File: src/rtl/pcieifc_sram_rd_streamer_if.sv
// rtl/pcieifc_sram_rd_streamer_if.sv - command, SRAM read port and output stream bundle for the SRAM read streamer
interface pcieifc_sram_rd_streamer_if #(
  parameter int DATAWIDTH = 256,
  parameter int ADDRWIDTH = 9
);
  logic                 cmd_valid;
  logic                 cmd_ready;
  logic [ADDRWIDTH-1:0] cmd_addr;
  logic [ADDRWIDTH:0]   cmd_len;
  logic                 sram_reb;
  logic [ADDRWIDTH-1:0] sram_addrb;
  logic [DATAWIDTH-1:0] sram_doutb;
  logic                 out_valid;
  logic                 out_ready;
  logic [DATAWIDTH-1:0] out_data;
  logic                 out_last;

  modport master (
    input  cmd_valid, cmd_addr, cmd_len, sram_doutb, out_ready,
    output cmd_ready, sram_reb, sram_addrb, out_valid, out_data, out_last
  );

  modport slave (
    output cmd_valid, cmd_addr, cmd_len, sram_doutb, out_ready,
    input  cmd_ready, sram_reb, sram_addrb, out_valid, out_data, out_last
  );
endinterface

File: src/rtl/pcieifc_sram_rd_streamer.sv
// rtl/pcieifc_sram_rd_streamer.sv - SRAM read engine turning (addr, len) commands into a last-tagged stream
// Optional statistics counters are enabled with PCIEI_RDSTRM_STAT_EN.
module pcieifc_sram_rd_streamer #(
  parameter int DATAWIDTH = 256,
  parameter int ADDRWIDTH = 9
) (
  input  logic clk,
  input  logic rst,
  pcieifc_sram_rd_streamer_if.master bus
`ifdef PCIEI_RDSTRM_STAT_EN
  ,
  output logic [15:0] stat_cmd_cnt,
  output logic [31:0] stat_word_cnt
`endif
);

  typedef enum logic [1:0] {S_IDLE, S_RUN, S_DRAIN} state_e;

  state_e               state_q, state_d;
  logic [ADDRWIDTH-1:0] rd_addr_q, rd_addr_d;
  logic [ADDRWIDTH:0]   rd_rem_q, rd_rem_d;
  logic                 inflight_q, inflight_d;
  logic                 infl_last_q, infl_last_d;
  logic [1:0]           occ_q, occ_d;
  logic                 rd_ptr_q, rd_ptr_d;
  logic                 wr_ptr_q, wr_ptr_d;
  logic [DATAWIDTH-1:0] buf_data_q [2];
  logic [DATAWIDTH-1:0] buf_data_d [2];
  logic [1:0]           buf_last_q, buf_last_d;

  logic       cmd_hs;
  logic       pop;
  logic       push;
  logic       issue;
  logic       rem_is_one;
  logic [2:0] pending;

  always_comb begin
    cmd_hs     = bus.cmd_valid && (state_q == S_IDLE);
    pop        = (occ_q != 2'd0) && bus.out_ready;
    push       = inflight_q;
    rem_is_one = (rd_rem_q == {{ADDRWIDTH{1'b0}}, 1'b1});
    pending    = {1'b0, occ_q} + {2'b00, inflight_q};
    // A pop this cycle frees a slot, so issue may proceed even with the buffer full.
    issue      = (state_q == S_RUN) && (pending < (3'd2 + {2'b00, pop}));
  end

  always_comb begin
    state_d     = state_q;
    rd_addr_d   = rd_addr_q;
    rd_rem_d    = rd_rem_q;
    inflight_d  = issue;
    infl_last_d = issue && rem_is_one;
    occ_d       = occ_q + {1'b0, push} - {1'b0, pop};
    rd_ptr_d    = pop ? ~rd_ptr_q : rd_ptr_q;
    wr_ptr_d    = push ? ~wr_ptr_q : wr_ptr_q;
    buf_data_d  = buf_data_q;
    buf_last_d  = buf_last_q;

    if (push) begin
      buf_data_d[wr_ptr_q] = bus.sram_doutb;
      buf_last_d[wr_ptr_q] = infl_last_q;
    end

    case (state_q)
      S_IDLE: begin
        if (cmd_hs && (bus.cmd_len != '0)) begin
          rd_addr_d = bus.cmd_addr;
          rd_rem_d  = bus.cmd_len;
          state_d   = S_RUN;
        end
      end
      S_RUN: begin
        if (issue) begin
          rd_addr_d = rd_addr_q + 1'b1;
          rd_rem_d  = rd_rem_q - 1'b1;
          if (rem_is_one) begin
            state_d = S_DRAIN;
          end
        end
      end
      S_DRAIN: begin
        if ((occ_d == 2'd0) && !inflight_q) begin
          state_d = S_IDLE;
        end
      end
      default: state_d = S_IDLE;
    endcase
  end

  always_ff @(posedge clk) begin
    if (rst) begin
      state_q     <= S_IDLE;
      rd_addr_q   <= '0;
      rd_rem_q    <= '0;
      inflight_q  <= 1'b0;
      infl_last_q <= 1'b0;
      occ_q       <= 2'd0;
      rd_ptr_q    <= 1'b0;
      wr_ptr_q    <= 1'b0;
      buf_data_q  <= '{default: '0};
      buf_last_q  <= 2'b00;
    end else begin
      state_q     <= state_d;
      rd_addr_q   <= rd_addr_d;
      rd_rem_q    <= rd_rem_d;
      inflight_q  <= inflight_d;
      infl_last_q <= infl_last_d;
      occ_q       <= occ_d;
      rd_ptr_q    <= rd_ptr_d;
      wr_ptr_q    <= wr_ptr_d;
      buf_data_q  <= buf_data_d;
      buf_last_q  <= buf_last_d;
    end
  end

  assign bus.cmd_ready  = (state_q == S_IDLE) && !rst;
  assign bus.sram_reb   = issue && !rst;
  assign bus.sram_addrb = rd_addr_q;
  assign bus.out_valid  = (occ_q != 2'd0) && !rst;
  assign bus.out_data   = buf_data_q[rd_ptr_q];
  assign bus.out_last   = buf_last_q[rd_ptr_q] && bus.out_valid;

`ifdef PCIEI_RDSTRM_STAT_EN
  logic [15:0] stat_cmd_cnt_q, stat_cmd_cnt_d;
  logic [31:0] stat_word_cnt_q, stat_word_cnt_d;

  always_comb begin
    stat_cmd_cnt_d  = stat_cmd_cnt_q;
    stat_word_cnt_d = stat_word_cnt_q;
    if (cmd_hs && (bus.cmd_len != '0)) begin
      stat_cmd_cnt_d = stat_cmd_cnt_q + 16'd1;
    end
    if (pop) begin
      stat_word_cnt_d = stat_word_cnt_q + 32'd1;
    end
  end

  always_ff @(posedge clk) begin
    if (rst) begin
      stat_cmd_cnt_q  <= 16'd0;
      stat_word_cnt_q <= 32'd0;
    end else begin
      stat_cmd_cnt_q  <= stat_cmd_cnt_d;
      stat_word_cnt_q <= stat_word_cnt_d;
    end
  end

  assign stat_cmd_cnt  = stat_cmd_cnt_q;
  assign stat_word_cnt = stat_word_cnt_q;
`else
  // Statistics build option disabled: no counters.
`endif

endmodule

File: src/flat_wrapper.sv
// flat-port wrapper written by rule: the top's interface ports become plain ports
module pcieifc_sram_rd_streamer_flat 
#(
  parameter int DATAWIDTH = 256,
  parameter int ADDRWIDTH = 9
)
  (clk, rst, bus_cmd_valid, bus_cmd_addr, bus_cmd_len, bus_sram_doutb, bus_out_ready, bus_cmd_ready, bus_sram_reb, bus_sram_addrb, bus_out_valid, bus_out_data, bus_out_last);
  pcieifc_sram_rd_streamer_if #(.DATAWIDTH(DATAWIDTH), .ADDRWIDTH(ADDRWIDTH)) bus_i ();
  input  logic clk;
  input  logic rst;
  input wire logic [$bits(bus_i.cmd_valid)-1:0] bus_cmd_valid;
  input wire logic [$bits(bus_i.cmd_addr)-1:0] bus_cmd_addr;
  input wire logic [$bits(bus_i.cmd_len)-1:0] bus_cmd_len;
  input wire logic [$bits(bus_i.sram_doutb)-1:0] bus_sram_doutb;
  input wire logic [$bits(bus_i.out_ready)-1:0] bus_out_ready;
  output wire logic [$bits(bus_i.cmd_ready)-1:0] bus_cmd_ready;
  output wire logic [$bits(bus_i.sram_reb)-1:0] bus_sram_reb;
  output wire logic [$bits(bus_i.sram_addrb)-1:0] bus_sram_addrb;
  output wire logic [$bits(bus_i.out_valid)-1:0] bus_out_valid;
  output wire logic [$bits(bus_i.out_data)-1:0] bus_out_data;
  output wire logic [$bits(bus_i.out_last)-1:0] bus_out_last;
  assign bus_i.cmd_valid = bus_cmd_valid;
  assign bus_i.cmd_addr = bus_cmd_addr;
  assign bus_i.cmd_len = bus_cmd_len;
  assign bus_i.sram_doutb = bus_sram_doutb;
  assign bus_i.out_ready = bus_out_ready;
  assign bus_cmd_ready = bus_i.cmd_ready;
  assign bus_sram_reb = bus_i.sram_reb;
  assign bus_sram_addrb = bus_i.sram_addrb;
  assign bus_out_valid = bus_i.out_valid;
  assign bus_out_data = bus_i.out_data;
  assign bus_out_last = bus_i.out_last;
  pcieifc_sram_rd_streamer #(.DATAWIDTH(DATAWIDTH), .ADDRWIDTH(ADDRWIDTH)) u_core (.clk(clk), .rst(rst), .bus(bus_i));
endmodule
File: config.mk
export PLATFORM = sky130hd
export DESIGN_NAME = pcieifc_sram_rd_streamer_flat
export DESIGN_NICKNAME = d
export VERILOG_FILES = /design/src/rtl/pcieifc_sram_rd_streamer_if.sv /design/src/rtl/pcieifc_sram_rd_streamer.sv /design/src/flat_wrapper.sv
export SDC_FILE = /design/constraint.sdc
export NUM_CORES = 1
export LEC_CHECK = 0
export CAP_MARGIN = 20
export CORE_ASPECT_RATIO = 1.2
export CORE_MARGIN = 2
export CORE_UTILIZATION = 47
export DETAILED_ROUTE_END_ITERATION = 10
export HOLD_SLACK_MARGIN = 0.12
export PLACE_DENSITY_LB_ADDON = 0.15
export SYNTH_ARGS = -nofsm -noshare
export SYNTH_HDL_FRONTEND = slang
export SYNTH_SLANG_ARGS = --single-unit
File: constraint.sdc
create_clock -name clk -period 3.45 [get_ports clk]
set_input_delay 0.345 -clock clk [delete_from_list [all_inputs] [get_ports clk]]
set_output_delay 0.345 -clock clk [all_outputs]
set_load 0.005 [all_outputs]
==> reports/metrics.csv, run 1 <==
stage,metric,value,unit
outcome,status,finished clean,
clock_network,CTS tree,built,
clock_network,# Post-CTS Setup Buffers,0,
pwr,Switching Fraction,0.274,
synth,number of synthesized register bits,541,
final_layout,Post-Layout Cell Count,3822,
floorplanning,Initial Util,0.478,
synth,number of synthesized flops with an enable pin,0,
synth,Yosys warnings,0,
setup_path,CP arrival,2.70,ns
drt,1st-iter DRT viols,1454,
final_layout,area of the multi-input gates,10300,um2
setup_path,Reg2Reg Depth,8,
synth,sequential-to-total area share from yosys stat,0.491,
sta,fin crit period,3.04,ns
sta,# setup viols final,0,
drt,M1 WL,27300,um
clock_network,clk_lat worst skew,0.60,ns
final_layout,final-stage net count,3433,
final_layout,# fillers,3865,
sta,fin. max-slew vios,0,
synth,top cell type's share of synthesized area,0.491,
clock_network,CTS resizes,0,
synth,ys flop type,dfxtp_1,
final_layout,fraction of final layout cells sized beyond drive strength 1,0.121,
run,max-cap viol count,0,
clock_network,clock slew at reported path FFs,0.06,ns
setup_path,crit path to,bus_sram_reb,
pwr,P_sw,0.00442,W
worst_hold_path,HP Start,rst,
clock_network,Post-CTS Hold Fix Bufs,0,
pwr,Pint,0.0117,W
pwr,Peak VDD IR,0.372,mV
synth,top post-synthesis cells by count,"1,053 x nand2_1, 541 x dfxtp_1, 531 x a21oi_1, 256 x mux2_2, 126 x clkbuf_1",
grt,overall global routing resource usage,0.272,
synth,syn nets,3005,
synth,Synth Instances,2719,
clock_network,CTS Buffer Depth,3,
setup_path,Worst R2R Start,u_core.inflight_q$_SDFF_PP0_,
clock_network,TritonCTS buffer count,53,
grt,largest net degree at the start of global routing,168,
sta,Final period util,0.881,
worst_hold_path,worst min path class,primary input to flip-flop,
setup_path,WS Path Type,flip-flop to primary output,
pwr,total power draw,0.0161,W
floorplanning,die width,202,um
grt,antenna violations before repair,26,
placement,routability congestion estimate from global placement,0.826,
pwr,power share of the clock group,0.359,
setup_path,Required @ worst endpoint,3.11,ns
floorplanning,Die Area,48700,um2
synth,"area leader, netlist",dfxtp_1,
drt,DRT Pass-1 Iters,6,
placement,pre-CTS worst setup slack,1.04,ns
floorplanning,Core ar.,46200,um2
synth,post-synthesis cell area,22000,um2
placement,dpl cells,3708,
clock_network,Root Driver,clkbuf_16,
setup_path,Setup crit end kind,primary output,
drt,final WL,69800,um
pwr,Comb pwr share,0.215,
sta,Final TNS setup,0,ns
grt,first-pass GRT wire length,106000,um
setup_path,RR Endpoint,u_core.bus.sram_addrb[0]$_SDFFE_PP0P_,
synth,Netlist cell types,44,
placement,PortBufs,547,
sta,post-route setup slack,0.409,ns
floorplanning,standard-cell rows,86,
pwr,PwrDens,543,nW/um2
drt,metal3 WL,5360,um
floorplanning,die height,241,um
drt,post-route ant nets,0,
drt,met2 WL,34000,um
final_layout,Seq. cell area,10800,um2
grt,vias in the first global route,19800,
setup_path,R2R setup slack,1.26,ns
setup_path,Max Fanout on Critical Path,6,
sta,Slew HR,0.391,
setup_path,critical path launch point type,flip-flop,
synth,most common cell in the netlist,nand2_1,
drt,Wirelength per Cell,18.3,um
pwr,Flop pwr share,0.426,
grt,GR Overflow Total,0,
sta,Final Hold Viols,0,
drt,vias per std cell,5.34,
setup_path,Worst Setup SP,u_core.inflight_q$_SDFF_PP0_,
sta,RSZ-0062 raised after global routing,no,
sta,Final Skew,0.0172,ns
sta,Fin Hold WS,0.186,ns
placement,DPL Wire Length,45800,um
floorplanning,IO Count,548,
final_layout,area grow syn2layout,34.5,%
drt,Vias,20400,
sta,Achievable Freq,329,MHz
sta,worst-margin pin slew,0.913,ns
synth,Mean Syn Cell Area,8.11,um2
synth,share of synthesized registers carrying an async set or reset,0,
drt,Top Layer Used,met5,
synth,dominant cells by area after synthesis,"dfxtp_1 49%, nand2_1 18%, mux2_2 13%, a21oi_1 12%, clkbuf_1 2.1%",
pwr,P_leak,10.4,nW
clock_network,H-tree Lvls,2,
drt,drc violations,0,
clock_network,clock sink count,541,
## through the flow
step,utilization,cell area (um2)
finish,0.642,29600
global route,0.642,29600
detailed placement,0.604,27900
CTS,0.641,29600
global placement,0.604,27900
floorplan,-,22000
## power groups by stage
stage	clock (W)	combinational [W]	sequential (W)
finish	0.00578	0.00346	0.00685
global route	0.00612	0.00371	0.00689
CTS	0.00587	0.00348	0.00685
detailed placement	0	0.00346	0.00699
global placement	0	0.00342	0.00696
floorplan	0	0.00198	0.00687
## worst max-delay path, stage by stage, from the launching register on
cell and delay, ns:
dfxtp_1 0.51, ha_1 0.24, ha_1 0.24, nor2_1 0.14, a21oi_1 0.11, nor3_1 0.27
clkdlybuf4s50_1 0.61
## area by class of cell
type / instances / area share
Timing Repair Buffer: 584 / 0.200
Inverter: 7 / 0.000886
Clock inverter: 14 / 0.00574
Tap cell: 616 / 0.0260
Multi-Input combinational cell: 1960 / 0.348
Clock buffer: 78 / 0.0520
Antenna cell: 22 / 0.00186
Sequential cell: 541 / 0.366
## worst min path at each step
| stage | to | slack, ns | cells past startpoint |
|---|---|---|---|
| floorplan | u_core.buf_last_q[0]$_SDFFE_PP0P_ | 0.43 | 2 |
| global placement | u_core.buf_last_q[1]$_SDFFE_PP0P_ | 0.44 | 2 |
| detailed placement | u_core.buf_data_q[3]$_SDFFE_PP0P_ | 0.44 | 2 |
| CTS | u_core.occ_q[1]$_SDFF_PP0_ | 0.16 | 2 |
| global route | u_core.buf_data_q[212]$_SDFFE_PP0P_ | 0.19 | 2 |
| finish | u_core.buf_data_q[227]$_SDFFE_PP0P_ | 0.19 | 2 |
## registers in the layout, indices dropped and copies added (netlist names)
name / count
u_core.buf_data_q: 512
u_core.buf_last_q: 2
u_core.bus.sram_addrb: 9
u_core.infl_last_q: 1
u_core.inflight_q: 1
u_core.occ_q: 2
u_core.rd_ptr_q: 1
u_core.rd_rem_q: 10
u_core.state_q: 2
u_core.wr_ptr_q: 1
## cells in the final DEF (no fill, tap or decap), drive strengths merged, types with 2 or more instances in the layout
master         netlist  routed
a211oi               9       9
a21oi              531     531
a221oi               3       3
a22oi                2       2
a311oi               2       2
and2                 2       2
buf                 85      38
bufinv               0       4
clkbuf             126      78
clkdlybuf4s50        0     546
clkinv               0      10
dfxtp              541     541
diode                0      22
ha                   7       7
inv                  7       7
mux2               256     256
mux2i                2       2
nand2             1053    1053
nand2b               5       5
nand3                7       7
nand4                2       2
nor2                25      25
nor3                 7       7
nor4                 4       4
o21a                 2       2
o21ai               19      19
o41ai                2       2
or3                  3       3
xnor2                3       3
xor2                 3       3
## cell families after synthesis
kind of cell	synth area share
AOI/OAI and AO/OA	0.136
xor gates and xnor gates	0.00238
adders and majority gates	0.00397
buffers and inverters	0.0421
DFF	0.491
muxes	0.132
and+or+nand+nor	0.193
## per-layer routing
layer  track usage  up-vias
met5             0        -
met4         0.132       12
met3        0.0794      160
met2         0.460      662
met1         0.316     9730
li1              -     9832
(Power assumes the default switching activity.)
==> run 2: changes to the inputs <==
- GPL_ROUTABILITY_DRIVEN: not set -> 0
==> results of run 2 <==
Final layout, timing and power as in run 1 (identical DEF).
